**src/rtl/rv_pkg.sv**
```systemverilog
// Shared types and constants for the fetch front end: FSM states, IF/ID register layout,
// and the canonical NOP/EBREAK encodings.
package rv_pkg;

  localparam int unsigned XLEN = 32;

  localparam logic [XLEN-1:0] NOP_INSTR    = 32'h0000_0013;
  localparam logic [XLEN-1:0] EBREAK_INSTR = 32'h0010_0073;

  typedef enum logic [1:0] {
    S_BOOT,
    S_RUN,
    S_HALT
  } fetch_state_e;

  typedef struct packed {
    logic            valid;
    logic [XLEN-1:0] pc;
    logic [XLEN-1:0] instr;
  } if_id_t;

endpackage

```
**src/rtl/pc_gen.sv**
```systemverilog
// Program counter register with next-PC selection (load/advance/hold), word alignment of
// load targets and the instruction-memory range check.
module pc_gen import rv_pkg::*; #(
  parameter logic [XLEN-1:0] RESET_PC   = 32'h0000_0000,
  parameter int unsigned     IMEM_WORDS = 1024
) (
  input  logic            clk_i,
  input  logic            rst_i,
  input  logic            load_i,
  input  logic            advance_i,
  input  logic [XLEN-1:0] load_pc_i,
  output logic [XLEN-1:0] pc_o,
  output logic            in_range_o
);

  // One extra bit so IMEM_WORDS*4 == 2^32 still compares correctly.
  localparam logic [XLEN:0]   PcLimit   = (XLEN + 1)'(IMEM_WORDS) << 2;
  localparam logic [XLEN-1:0] AlignMask = ~XLEN'(3);

  logic [XLEN-1:0] pc_d, pc_q;

  always_comb begin
    pc_d = pc_q;
    if (load_i) begin
      pc_d = load_pc_i & AlignMask;
    end else if (advance_i) begin
      pc_d = pc_q + XLEN'(4);
    end
  end

  always_ff @(posedge clk_i or posedge rst_i) begin
    if (rst_i) begin
      pc_q <= RESET_PC;
    end else begin
      pc_q <= pc_d;
    end
  end

  assign pc_o       = pc_q;
  assign in_range_o = {1'b0, pc_q} < PcLimit;

endmodule

```
**src/rtl/instr_fetch.sv**
```systemverilog
// Instruction-fetch front end: boot/run/halt FSM and IF/ID register around pc_gen.
// Define FETCH_PERF_CNT_EN to add the perf_fetched/perf_stall counters.
module instr_fetch #(
  parameter logic [31:0] RESET_PC   = 32'h0000_0000,
  parameter int unsigned IMEM_WORDS = 1024,
  parameter logic [31:0] NOP_INSTR  = rv_pkg::NOP_INSTR
) (
  input  logic        clk,
  input  logic        rst,
  input  logic        stall,
  input  logic        redirect_valid,
  input  logic [31:0] redirect_pc,
  output logic [31:0] icache_raddr,
  output logic        icache_ren,
  input  logic [31:0] icache_dout,
  output logic        id_valid,
  output logic [31:0] id_pc,
  output logic [31:0] id_instr,
  output logic        halted,
  output logic        fetch_fault
`ifdef FETCH_PERF_CNT_EN
  ,
  output logic [31:0] perf_fetched,
  output logic [31:0] perf_stall
`endif
);
  import rv_pkg::*;

  fetch_state_e state_q;
  if_id_t       if_id_q;
  logic         fault_q;
  logic         pc_load, pc_adv, pc_in_range;
  logic [31:0]  pc;

  pc_gen #(
    .RESET_PC  (RESET_PC),
    .IMEM_WORDS(IMEM_WORDS)
  ) u_pc_gen (
    .clk_i     (clk),
    .rst_i     (rst),
    .load_i    (pc_load),
    .advance_i (pc_adv),
    .load_pc_i (redirect_pc),
    .pc_o      (pc),
    .in_range_o(pc_in_range)
  );

  // PC stays on an EBREAK so a later redirect is the only way forward.
  always_comb begin
    pc_load = 1'b0;
    pc_adv  = 1'b0;
    unique case (state_q)
      S_RUN: begin
        if (redirect_valid) begin
          pc_load = 1'b1;
        end else if (!stall && pc_in_range && (icache_dout != EBREAK_INSTR)) begin
          pc_adv = 1'b1;
        end
      end
      S_HALT:  pc_load = redirect_valid;
      default: ;
    endcase
  end

  always_ff @(posedge clk or posedge rst) begin
    if (rst) begin
      state_q <= S_BOOT;
      if_id_q <= '{valid: 1'b0, pc: '0, instr: NOP_INSTR};
      fault_q <= 1'b0;
    end else begin
      unique case (state_q)
        S_BOOT: state_q <= S_RUN;
        S_RUN: begin
          if (redirect_valid) begin
            if_id_q.valid <= 1'b0;
            if_id_q.instr <= NOP_INSTR;
          end else if (stall) begin
            if_id_q <= if_id_q;
          end else if (!pc_in_range) begin
            if_id_q.valid <= 1'b0;
            fault_q       <= 1'b1;
            state_q       <= S_HALT;
          end else begin
            if_id_q <= '{valid: 1'b1, pc: pc, instr: icache_dout};
            if (icache_dout == EBREAK_INSTR) state_q <= S_HALT;
          end
        end
        S_HALT: begin
          if_id_q.valid <= 1'b0;
          if_id_q.instr <= NOP_INSTR;
          if (redirect_valid) state_q <= S_RUN;
        end
        default: state_q <= S_BOOT;
      endcase
    end
  end

`ifdef FETCH_PERF_CNT_EN
  logic [31:0] perf_fetched_q, perf_stall_q;

  always_ff @(posedge clk or posedge rst) begin
    if (rst) begin
      perf_fetched_q <= '0;
      perf_stall_q   <= '0;
    end else if (state_q == S_RUN && !redirect_valid) begin
      if (stall) begin
        perf_stall_q <= perf_stall_q + 32'd1;
      end else if (pc_in_range) begin
        perf_fetched_q <= perf_fetched_q + 32'd1;
      end
    end
  end

  assign perf_fetched = perf_fetched_q;
  assign perf_stall   = perf_stall_q;
`endif

  assign icache_raddr = pc;
  assign icache_ren   = (state_q != S_HALT) && !stall && !rst;
  assign id_valid     = if_id_q.valid;
  assign id_pc        = if_id_q.pc;
  assign id_instr     = if_id_q.instr;
  assign halted       = (state_q == S_HALT);
  assign fetch_fault  = fault_q;

endmodule

```
**config.mk**
```make
export PLATFORM = sky130hd
export DESIGN_NAME = instr_fetch
export DESIGN_NICKNAME = d
export VERILOG_FILES = /design/src/rtl/rv_pkg.sv /design/src/rtl/pc_gen.sv /design/src/rtl/instr_fetch.sv
export SDC_FILE = /design/constraint.sdc
export NUM_CORES = 1
export LEC_CHECK = 0
export ABC_CLOCK_PERIOD_IN_PS = 2700
export CORE_UTILIZATION = 39
export DETAILED_ROUTE_END_ITERATION = 8
export PLACE_DENSITY = 0.8
export SYNTH_ARGS = -nofsm -noshare
export SYNTH_HDL_FRONTEND = slang
export SYNTH_SLANG_ARGS = --single-unit
```
**constraint.sdc**
```tcl
create_clock -name clk -period 2.7 [get_ports clk]
set_input_delay 0.27 -clock clk [delete_from_list [all_inputs] [get_ports clk]]
set_output_delay 0.27 -clock clk [all_outputs]
set_load 0.02 [all_outputs]
```
; ---- Word-level counts from Yosys, hierarchy flattened
; Index checks and enable logic that the tools add are counted.
[totals]
ram_bits = 0
ff_bits = 100
romBits = 0
mem_count = 0
elab_cells = 56
latchBits = 0
[op_classes]
div_mod_pow = 0
shift = 0
addsub = 1
bitwise_logic = 3
mul = 0
n_lt_le_gt_ge = 1
reduce_logical = 14
muxes = 20
eq_ne = 11
[op_table]
columns = operator, count
row1 = $mux W32, 3
row2 = $mux W65, 1
row3 = $mux W64, 1
row4 = $pmux W32 S2, 1
row5 = $add A32 B3 Y32 const B, 1
row6 = $eq A32 B21 Y1 const B, 1
row7 = $lt A32 B13 Y1 const B, 1
row8 = $ne A32 B21 Y1 const B, 1
row9 = $reduce_and A4 Y1, 3
row10 = $mux W2, 5
row11 = $ne A3 B3 Y1 const B, 3
row12 = $ne A2 B2 Y1 const B, 4
row13 = $mux W1, 6
row14 = $pmux W2 S3, 1
row15 = $logic_and A1 B1 Y1, 4
row16 = $pmux W1 S2, 2
row17 = $reduce_bool A2 Y1, 2
row18 = $not A1 Y1, 3
row19 = $reduce_and A3 Y1, 1
row20 = $eq A2 B1 Y1 const B, 1
row21 = $eq A2 B2 Y1 const B, 1
row22 = $logic_not A1 Y1, 2
row23 = $logic_not A2 Y1, 1
row24 = $reduce_and A2 Y1, 1

; ---- Depth between registers and ports, before layout
[logic_depth]
word_depth = 8
mapped_depth = 8

; ---- Modules after synthesis
; From an unflattened synthesis, not the netlist that was laid out.
[hier_totals]
cells_unflattened = 423
area_unflattened_um2 = 4835.9
[modules_own_cells]
columns = module, cells_per_inst, instances, area_each_um2, seq_area_each_um2
row1 = instr_fetch, 197, 1, 2889.0, 1705.4
row2 = pc_gen, 226, 1, 1946.9, 750.7

; ---- Worst setup path after synthesis
; No wires, ideal clock.
[synth_path]
path_type = register to register
startpoint = reg u_pc_gen.pc_q[23], in the netlist u_pc_gen.pc_o[23]
endpoint = reg if_id_q, in the netlist id_pc[2]
n_path_buf = 1
synth_period_minus_slack_ps = 2232
required_time_ps = 2572
stages_incl_launch_ff = 6
arrival_time_ps = 2105
slack_ps = 468
path_cell_list = dfrtp_1 or4_4 or3_4 nor2_1 buf_2 mux2_1
[synth_between]
elab_chain_len = 2
[synth_rtl]
columns = item, line
row1 = from (decl), pc_gen.sv:20  ; logic [XLEN-1:0] pc_d, pc_q;
row2 = from (signal assigned), pc_gen.sv:35  ; pc_q <= pc_d;
row3 = $lt A32 B13 Y1, pc_gen.sv:40  ; assign in_range_o = {1'b0, pc_q} < PcLimit;
row4 = $reduce_and A4 Y1 (no source line), n/a
row5 = to (signal assigned), instr_fetch.sv:68  ; if_id_q <= '{valid: 1'b0, pc: '0, instr: NOP_INSTR};
row6 = to (signal assigned), instr_fetch.sv:78  ; if_id_q <= if_id_q;
row7 = to (signal assigned), instr_fetch.sv:84  ; if_id_q <= '{valid: 1'b1, pc: pc, instr: icache_dout};
row8 = to (decl), instr_fetch.sv:30  ; if_id_t if_id_q;
; No other way between the ends.
; A chain may end at the register's enable or synchronous reset.

; ---- Worst setup path after layout
[layout_path]
startpoint = reg state_q[0]
endpoint = out icache_ren
[layout_between]
elab_chain_len = 3
[layout_rtl]
columns = item, line
row1 = from (decl), instr_fetch.sv:29  ; fetch_state_e state_q;
row2 = from (signal assigned), instr_fetch.sv:67  ; state_q <= S_BOOT;
row3 = from (signal assigned), instr_fetch.sv:72  ; S_BOOT: state_q <= S_RUN;
row4 = from (signal assigned), instr_fetch.sv:82  ; state_q <= S_HALT;
row5 = $ne A2 B2 Y1, instr_fetch.sv:119  ; assign icache_ren = (state_q != S_HALT) && !stall && !rst;
row6 = $logic_and A1 B1 Y1 (2 in series), instr_fetch.sv:119
row7 = to (decl), instr_fetch.sv:14  ; output logic icache_ren,
; No other way between the ends.

==> run_results.csv <==
group,metric,value,unit
setup_path,crit_family,"buffers and inverters",
timing,slew_headroom,49.8,%
setup_path,crit_chain,"inv_1 -> ha_1 -> nor3_1 -> clkdlybuf4s50_1",
placed_design,dpl_worst_slack,104,ps
synthesis,async_reset_ff_share,100,%
synthesis,synth_ff_type,"dfrtp_1",
global_routing,globalRouteOverflowTotal,0,
cts,clk_pin_slew,90,ps
power,ir_worst_vdd,0.000534,V
cells_and_area,antenna_cells,0,
synthesis,ys_seq_elements,96,
global_routing,grt_pass1_wl,17200,µm
floorplanning,num_io_pins,168,
synthesis,syn_area_per_cell,11.4,µm²
floorplanning,fp.dieArea,11000,µm²
placed_design,port_buffers,161,
power,p_int,0.00308,W
job,max-cap-violations,0,
timing,finalClockSkew,12.8,ps
cts,cts_sinks,96,
outcome,status,"completed",
setup_path,path_buf_inv,2,
cts,hold_buffers,0,
timing,fin_tns_setup,0,ps
detailed_routing,drcViolationCount,0,
detailed_routing,wire_per_inst,15.7,µm
power,p_switching,0.00182,W
cts,insertion_delay,360,ps
timing,tightest_slew,752,ps
setup_path,critPathRequiredTime,2430,ps
synthesis,yosysWarnings,0,
cts,cts_made_buffers,9,
timing,rsz0062_at_grt,"no",
cts,h-tree-depth,3,
placed_design,hpwl,7720,µm
detailed_routing,firstDrtPassIters,4,
setup_path,crit_start,"state_q[0]",
timing,slew_viol_final,0,
global_routing,grtUsageTotal,19.7,%
cts,postCtsSetupBuffers,0,
global_routing,grt_pass1_vias,3496,
setup_path,critical_path_class,"reg -> out",
cts,clockRootBuffer,"clkbuf_8",
cells_and_area,area_growth,49.3,%
floorplanning,rows,37,
cells_and_area,fin_util,60.0,%
detailed_routing,initialDrtViolationCount,149,
timing,fmax,426,MHz
cells_and_area,layout_common_cells,"161 x clkdlybuf4s50_1, 93 x dfrtp_1, 70 x nand2_1, 29 x a22o_1, 22 x nor2b_1",
detailed_routing,via_count,3381,
detailed_routing,ant_nets,0,
setup_path,cp-end-kind,"output port",
timing,layout_setup_ws,350,ps
power,p_leak,2.81,nW
cts,tritoncts,"done",
power,powerDensity,796,nW/µm²
synthesis,synth.distinct_cells,52,
power,power_frac_clock,21.1,%
power,combinationalPowerShare,38.6,%
synthesis,synth_edf_count,0,
cells_and_area,drive_above_1_share,10.2,%
placed_design,place.gp.congestion,0.788,
cts,clockBufferDepth,2,
setup_path,worst_setup_path_start_kind,"flop",
floorplanning,die_w,105,µm
global_routing,antenna_found_initial,0,
timing,min_period,2350,ps
floorplanning,coreArea,10300,µm²
timing,fin_crit_sh,87.0,%
hold_path,hold_class,"in -> async",
setup_path,slowest_stage,"clkdlybuf4s50_1",
power,p_sw_share,37.2,%
global_routing,grt_max_degree,40,
setup_path,crit_fanout,10,
synthesis,syn_area,4130,µm²
floorplanning,initial_core_util,40.2,%
timing,setup_viol_count_final,0,
setup_path,slowest_delay,630,ps
setup_path,r2r_slack,460,ps
cts,cts.repair.resized,0,
detailed_routing,viasPerCell,5.06,
timing,hold_violations,0,
detailed_routing,routed_wl,10500,µm
floorplanning,die_h,105,µm
synthesis,seq_area_frac_synth,58.3,%
setup_path,cp.arrival,2080,ps
setup_path,r2r-start,"u_pc_gen.pc_o[12]",
cells_and_area,final_common_cell,"clkdlybuf4s50_1",
cells_and_area,finish.net_count,601,
power,p_seq_share,40.2,%
synthesis,synthCells,362,
==> routing by layer <==
metal	global-route usage (%)	vias up	part of all wire, %
met2	32.9	132	49
met3	4.62	12	6.5
met1	24.4	1649	43
met4	8.75	0	1.6
li1	-	1588	-
met5	0	-	0
==> power groups by stage <==
stage | Clock [W] | Sequential [W] | Combinational, W
2_1_floorplan | 0 | 0.00220 | 0.000836
3_3_place_gp | 0 | 0.00198 | 0.00186
3_5_place_dp | 0 | 0.00200 | 0.00191
4_1_cts | 0.00107 | 0.00197 | 0.00192
5_1_grt | 0.00114 | 0.00201 | 0.00205
6_report | 0.00104 | 0.00197 | 0.00190
==> cell families after synthesis <==
kind of cell               Yosys count  synth area share (%)
buffers and inverters               35                  4.03
other                                1                0.0908
muxes                               11                  2.97
DFF                                 96                  58.3
adders and majority gates            6                  1.82
AOI/OAI and AO/OA                   62                  12.5
xor gates and xnor gates             3                 0.636
and+or+nand+nor                    148                  19.7
==> cells in the mapped netlist, types with 5 or more instances <==
| cell | count | area (µm²) |
|---|---|---|
| a21o_1 | 5 | 37.5 |
| a22o_1 | 29 | 254 |
| buf_4 | 6 | 45.0 |
| clkbuf_1 | 12 | 45.0 |
| dfrtp_1 | 93 | 2330 |
| ha_1 | 6 | 75.1 |
| inv_1 | 12 | 45.0 |
| mux2_1 | 10 | 113 |
| nand2_1 | 70 | 263 |
| nand3_1 | 8 | 40.0 |
| nor2_1 | 10 | 37.5 |
| nor2b_1 | 22 | 138 |
| nor4_1 | 5 | 31.3 |
==> path summary, 6_finish.rpt <==
check	end	cells after the start
max in group asynchronous	id_instr[0]	3
worst min-delay path	u_pc_gen.pc_o[5]	2
min in group clk	u_pc_gen.pc_o[14]	3
worst min register to register	id_instr[4]	2
worst max-delay path	icache_ren	4
worst max register to register	id_instr[10]	6
==> worst register-to-register path: stages, from the launching register on <==
cell     delay [ps]
dfrtp_1         420
nor4_2          310
nand4_2         340
or2_1           380
nor4_4          140
buf_4           360
a22o_1          230
==> stage by stage <==
stage | area [µm²] | hold WS [ps] | total power, W | std cells
after global routing | 6160 | 436 | 0.00520 | 668
after detailed placement | 5940 | 464 | 0.00391 | 652
after global placement | 5940 | 446 | 0.00383 | 652
after floorplan | 4140 | 375 | 0.00303 | 365
after CTS | 6160 | 412 | 0.00497 | 668
final | 6160 | 408 | 0.00491 | 668
==> area by class of cell <==
class                           instances  area [µm²]
Multi-Input combinational cell        234        1590
Sequential cell                        96        2410
Fill cell                             874        4110
Timing Repair Buffer                  174        1730
Inverter                               12        48.8
Tap cell                              136         170
Clock buffer                           11         141
Clock inverter                          5        78.8
==> flip-flops by register name, indices dropped and copies added, names as in the netlist <==
| name | count |
|---|---|
| id_pc | 30 |
| u_pc_gen.pc_o | 30 |
| id_valid | 1 |
| state_q | 2 |
| id_instr | 32 |
| fetch_fault | 1 |
No activity file was read; power rests on OpenSTA's default activity.
